<file path="src/rtl/div_signed_seq_pkg.sv">
// Shared definitions for the sequential signed divider.
// Holds the FSM state encodings (also decoded by the CPU controller) and the default width.
// No ports; imported by div_signed_seq and div_signed_seq_step.
package div_signed_seq_pkg;

  localparam int DIV_WIDTH = 32;

  typedef enum logic [1:0] {
    ST_IDLE = 2'd0,
    ST_RUN  = 2'd1,
    ST_FIX  = 2'd2,
    ST_ZERO = 2'd3
  } div_state_e;

endpackage

</file>
<file path="src/rtl/div_signed_seq_step.sv">
// One radix-2 restoring division step on unsigned magnitudes.
// Latency: combinational. Backpressure: none (pure function of inputs).
// Ports: rem_i/quot_i current partial remainder and quotient shifter, dvsr_i divisor
//        magnitude; rem_o/quot_o the values after one shift-and-trial-subtract.
module div_signed_seq_step #(
  parameter int WIDTH = 32
) (
  input  logic [WIDTH-1:0] rem_i,
  input  logic [WIDTH-1:0] quot_i,
  input  logic [WIDTH-1:0] dvsr_i,
  output logic [WIDTH-1:0] rem_o,
  output logic [WIDTH-1:0] quot_o
);

  logic [WIDTH-1:0] rem_sh;
  logic [WIDTH:0]   trial;

  // rem < dvsr <= 2^(WIDTH-1) always holds, so the shifted remainder fits WIDTH bits.
  assign rem_sh = {rem_i[WIDTH-2:0], quot_i[WIDTH-1]};
  // One extra bit so the borrow out tells us whether the trial went negative.
  assign trial  = {1'b0, rem_sh} - {1'b0, dvsr_i};

  always_comb begin
    rem_o  = rem_sh;
    quot_o = {quot_i[WIDTH-2:0], 1'b0};
    if (!trial[WIDTH]) begin
      rem_o     = trial[WIDTH-1:0];
      quot_o[0] = 1'b1;
    end
  end

endmodule

</file>
<file path="src/rtl/div_signed_seq.sv">
// Sequential signed divider for the HI/LO path: lo = quotient, hi = remainder (dividend sign).
// Latency: WIDTH+1 edges from accepted start to done; 1 edge for a zero divisor (div_zero).
// Backpressure: start is only sampled while busy==0; requests made while busy are dropped.
// Ports: clock, reset (async active-low), start, dividend, divisor in;
//        lo, hi (held results), busy, done, div_zero (one-cycle pulses) out.
module div_signed_seq
  import div_signed_seq_pkg::*;
#(
  parameter int WIDTH = DIV_WIDTH
) (
  input  logic             clock,
  input  logic             reset,
  input  logic             start,
  input  logic [WIDTH-1:0] dividend,
  input  logic [WIDTH-1:0] divisor,
  output logic [WIDTH-1:0] lo,
  output logic [WIDTH-1:0] hi,
  output logic             busy,
  output logic             done,
  output logic             div_zero
);

  localparam int CW = $clog2(WIDTH);

  div_state_e       state_q, state_d;
  logic [CW-1:0]    cnt_q, cnt_d;
  logic [WIDTH-1:0] rem_q, rem_d;
  logic [WIDTH-1:0] quot_q, quot_d;
  logic [WIDTH-1:0] dvsr_q, dvsr_d;
  logic             sgn_quo_q, sgn_quo_d;
  logic             sgn_rem_q, sgn_rem_d;
  logic [WIDTH-1:0] lo_q, lo_d;
  logic [WIDTH-1:0] hi_q, hi_d;
  logic             done_q, done_d;
  logic             dz_q, dz_d;
  logic [WIDTH-1:0] step_rem, step_quot;

  div_signed_seq_step #(.WIDTH(WIDTH)) u_step (
    .rem_i  (rem_q),
    .quot_i (quot_q),
    .dvsr_i (dvsr_q),
    .rem_o  (step_rem),
    .quot_o (step_quot)
  );

  always_comb begin
    state_d   = state_q;
    cnt_d     = cnt_q;
    rem_d     = rem_q;
    quot_d    = quot_q;
    dvsr_d    = dvsr_q;
    sgn_quo_d = sgn_quo_q;
    sgn_rem_d = sgn_rem_q;
    lo_d      = lo_q;
    hi_d      = hi_q;
    done_d    = 1'b0;
    dz_d      = 1'b0;
    case (state_q)
      ST_IDLE: begin
        if (start) begin
          if (divisor == '0) begin
            state_d = ST_ZERO;
          end else begin
            // The quotient register starts out holding the dividend magnitude; it is
            // shifted out into the remainder as quotient bits shift in.
            // |0x80..0| is 0x80..0, which is still correct as an unsigned magnitude.
            quot_d    = dividend[WIDTH-1] ? -dividend : dividend;
            dvsr_d    = divisor[WIDTH-1]  ? -divisor  : divisor;
            rem_d     = '0;
            sgn_quo_d = dividend[WIDTH-1] ^ divisor[WIDTH-1];
            sgn_rem_d = dividend[WIDTH-1];
            cnt_d     = CW'(WIDTH - 1);
            state_d   = ST_RUN;
          end
        end
      end
      ST_RUN: begin
        rem_d  = step_rem;
        quot_d = step_quot;
        if (cnt_q == '0) begin
          state_d = ST_FIX;
        end else begin
          cnt_d = cnt_q - CW'(1);
        end
      end
      ST_FIX: begin
        lo_d    = sgn_quo_q ? -quot_q : quot_q;
        hi_d    = sgn_rem_q ? -rem_q  : rem_q;
        done_d  = 1'b1;
        state_d = ST_IDLE;
      end
      ST_ZERO: begin
        // Results are left untouched so the controller sees the previous HI/LO.
        done_d  = 1'b1;
        dz_d    = 1'b1;
        state_d = ST_IDLE;
      end
      default: state_d = ST_IDLE;
    endcase
  end

  always_ff @(posedge clock or negedge reset) begin
    if (!reset) begin
      state_q   <= ST_IDLE;
      cnt_q     <= '0;
      rem_q     <= '0;
      quot_q    <= '0;
      dvsr_q    <= '0;
      sgn_quo_q <= 1'b0;
      sgn_rem_q <= 1'b0;
      lo_q      <= '0;
      hi_q      <= '0;
      done_q    <= 1'b0;
      dz_q      <= 1'b0;
    end else begin
      state_q   <= state_d;
      cnt_q     <= cnt_d;
      rem_q     <= rem_d;
      quot_q    <= quot_d;
      dvsr_q    <= dvsr_d;
      sgn_quo_q <= sgn_quo_d;
      sgn_rem_q <= sgn_rem_d;
      lo_q      <= lo_d;
      hi_q      <= hi_d;
      done_q    <= done_d;
      dz_q      <= dz_d;
    end
  end

  // The done cycle is already IDLE, so a start there is accepted back-to-back.
  assign busy     = (state_q != ST_IDLE);
  assign done     = done_q;
  assign div_zero = dz_q;
  assign lo       = lo_q;
  assign hi       = hi_q;

endmodule
</file>
<file path="config.mk">
export PLATFORM = sky130hd
export DESIGN_NAME = div_signed_seq
export DESIGN_NICKNAME = d
export VERILOG_FILES = /design/src/rtl/div_signed_seq_pkg.sv /design/src/rtl/div_signed_seq_step.sv /design/src/rtl/div_signed_seq.sv
export SDC_FILE = /design/constraint.sdc
export NUM_CORES = 1
export LEC_CHECK = 0
export BUFFER_PORTS_ARGS = -buffer_cell sky130_fd_sc_hd__buf_2
export CORE_MARGIN = 2
export CORE_UTILIZATION = 25
export DETAILED_ROUTE_END_ITERATION = 10
export MAX_ROUTING_LAYER = met4
export SYNTH_ARGS = -nofsm -noshare
export SYNTH_HDL_FRONTEND = slang
export SYNTH_HIERARCHICAL = 1
export SYNTH_SLANG_ARGS = --single-unit
</file>
<file path="constraint.sdc">
create_clock -name clock -period 2.83 [get_ports clock]
set_input_delay 0.283 -clock clock [delete_from_list [all_inputs] [get_ports clock]]
set_output_delay 0.283 -clock clock [all_outputs]
set_load 0.02 [all_outputs]
</file>
==> run summary <==
routed length on met3 = 1060 µm
max layer used = met4
commonest non-fill, non-tap cell in the layout = nand2_1
Slew headroom = 42.2%
DR WL met2 = 14800 µm
Pwr Density = 1290 mW/mm²
gp weighted congestion = 0.917
CTS sink count = 171
total CTS buffers = 17
clk_skew = 15.9 ps
Vias = 10.1k
syn_area_per_cell = 8.52 µm²
r2r setup slk = -90 ps
Async SR Flop Fraction = 100%
buffers added on ports = 133
# Max-Cap Violations = 0
WHS Endpoint = dvsr_q[24]
Slew @ Worst Pin = 867 ps
total core area = 0.0453 mm²
Syn Std Cell Area = 0.0114 mm²
Crit Reg-Reg Endpoint = rem_q[21]
M1 WL = 18100 µm
Congestion Overflow GR = 0
Final Cycle Share = 103%
total track usage = 14.9%
initial antenna violation count = 2
R2R cell count = 12
layout cells sized above 1 = 23.0%
Synth Flop Type = dfrtp_1
FF+latch count, synth = 171
Critical Path RT = 3170 ps
Die X = 218 µm
Cell Count, Final, Fillers Out = 2127
startpoint type of the worst setup path = flop
CTS tree = done
number of warnings issued by yosys = 6
Worst VDD drop = 0.518 mV
leak pwr = 6.35 nW
die area = 0.0475 mm²
Post-synth EDFFs = 0
final hold vios = 0
die height = 218 µm
worst skew pair latency = 450 ps
drt initial violations = 710
sequential share of the synthesized area = 37.4%
# H-tree levels = 4
hold depth = 3
achievable frequency = 0.342 GHz
largest net degree at the start of global routing = 129
commonest non-fill, non-tap cells in the layout = 180 x nand2_1, 171 x dfrtp_1, 159 x o21ai_0
global-route wire length before repair = 54300 µm
crit end category = flop
startpoint of the worst hold path = divisor[24]
Reg clk slew, reported paths = 70 ps
final worst slack = -92.1 ps
# rows = 78
via/cell ratio = 4.74
RSZ-0062 raised after global routing = yes
DRC = 0
count of different cell masters after synthesis = 76
Post-Syn Nets = 1447
vias in the first global route = 9895
Synth-to-Final Area Change = 24.5%
status = finished with violations
WL/cell = 16.1 µm
Placed Instances = 2086
Worst EP arrival = 3260 ps
Gate Count Post-Synth = 1342
Crit Path Category = reg2reg
hold crit path type = in2reg
Final Critical Period = 2920 ps
Slew Limit Fails = 0
1st-pass router iterations = 5
hpwl dp = 27000 µm
Final Util = 31.4%
Reg-to-Reg Start = rem_q[5]
initial core utilization = 25.2%
Antenna Nets Post-Route = 0
Nets = 1617
Setup violations, final = 9
Root Driver = clkbuf_16
clock buffer depth = 2
Max Fanout on Critical Path = 3
drt total wl = 34300 µm
# IOs = 134
failing checks = setup timing
## per-stage QoR
stage	worst slack [ps]	hold WS [ps]	setup TNS [ps]	total power (W)	instance area [µm²]
after CTS	-23.3	121	-23.3	0.0175	13900
after global routing	-179	134	-2770	0.0199	14200
after global placement	-68.5	314	-112	0.0147	13300
after detailed placement	-88.4	316	-1190	0.0149	13300
final	-92.1	138	-246	0.0183	14200
after floorplan	3.50	-12.6	0	0.0116	11400
## repair_timing
item,CTS,global route
hold buffers,1,0
endpoints found under the setup margin,29,34
setup buffers,0,5
endpoints found under the hold margin,58,0
cloned,0,1
pin swaps,2,24
resized for setup,8,61
## layout make-up
cell class              count  area, µm²
fillers                  4804      31000
multi-input cells        1013       6690
flip-flops and latches    171       4280
repair buffers            254       1710
well taps                 600        751
clock buffers              17        425
inverters                  55        209
clock inverters            15        170
diodes                      2       5.00
## Yosys cell counts, types with 4 or more instances
library cell,count,area (µm²)
a21o_1,6,45.0
a21oi_1,66,330
a22o_1,33,289
a22oi_1,8,60.1
a31oi_1,12,75.1
and2_1,5,31.3
and3_1,7,43.8
buf_2,11,55.1
buf_4,34,255
clkbuf_1,52,195
dfrtp_1,171,4280
ha_1,37,463
inv_1,53,199
mux2i_1,16,160
nand2_1,190,713
nand2b_1,11,68.8
nand3_1,13,65.1
nand4_1,5,31.3
nor2_1,64,240
nor2b_1,9,56.3
nor3_1,21,105
nor4_1,10,62.6
o2111ai_1,4,35.0
o21a_1,6,45.0
o21ai_0,170,851
o21ai_1,25,125
o31a_1,4,35.0
o31ai_1,36,270
o41ai_1,20,175
or2_2,11,68.8
or3_1,21,131
or4_1,15,113
xnor2_1,29,254
xor2_1,111,972
## kinds of logic (layout without fill, tap and decap cells)
kind of cell | after synthesis | after routing | share of synthesized area [%]
XOR/XNOR | 140 | 140 | 10.7
multiplexers | 18 | 18 | 1.63
AO/OA/AOI/OAI | 421 | 421 | 23.2
AND/OR/NAND/NOR | 396 | 396 | 16.2
buffers and inverters | 158 | 341 | 6.62
other | 0 | 2 | 0
adder cells (fa/ha/maj) | 38 | 38 | 4.22
flip-flops | 171 | 171 | 37.4
## per-layer routing
metal | up-vias | global-route usage [%]
met5 | - | -
met3 | 24 | 2.04
li1 | 5084 | -
met4 | 0 | 4.01
met1 | 4781 | 21.7
met2 | 195 | 21.4
## worst max path at each step
stage	start	end	slack, ps
floorplan	rem_q[16]	rem_q[11]	3
global placement	quot_q[31]	rem_q[18]	-70
detailed placement	quot_q[31]	rem_q[18]	-90
CTS	rem_q[14]	rem_q[16]	-20
global route	dvsr_q[2]	rem_q[31]	-180
finish	rem_q[5]	rem_q[21]	-90
## critical path: stages, from the launching register on
cell and delay [ps]:
dfrtp_1 380, ha_1 310, buf_4 150, a21oi_1 240
buf_4 170, o21ai_0 80, a31oi_1 240, a21oi_1 130
o21ai_0 310, a21bo_2 190, nor3b_2 250, o31ai_4 100
a22o_1 230
## flip-flops by register name, indices dropped and copies added, names as in the netlist
signal / flops
done: 1
cnt_q: 5
dvsr_q: 32
sgn_quo_q: 1
div_zero: 1
rem_q: 32
lo: 32
hi: 32
quot_q: 32
sgn_rem_q: 1
state_q: 2
## power breakdown
group,switching (W),internal [W]
Combinational,0.00610,0.00559
Sequential,0.000921,0.00335
Clock,0.00113,0.00126
Note: power is estimated with default switching activity, not from simulation.
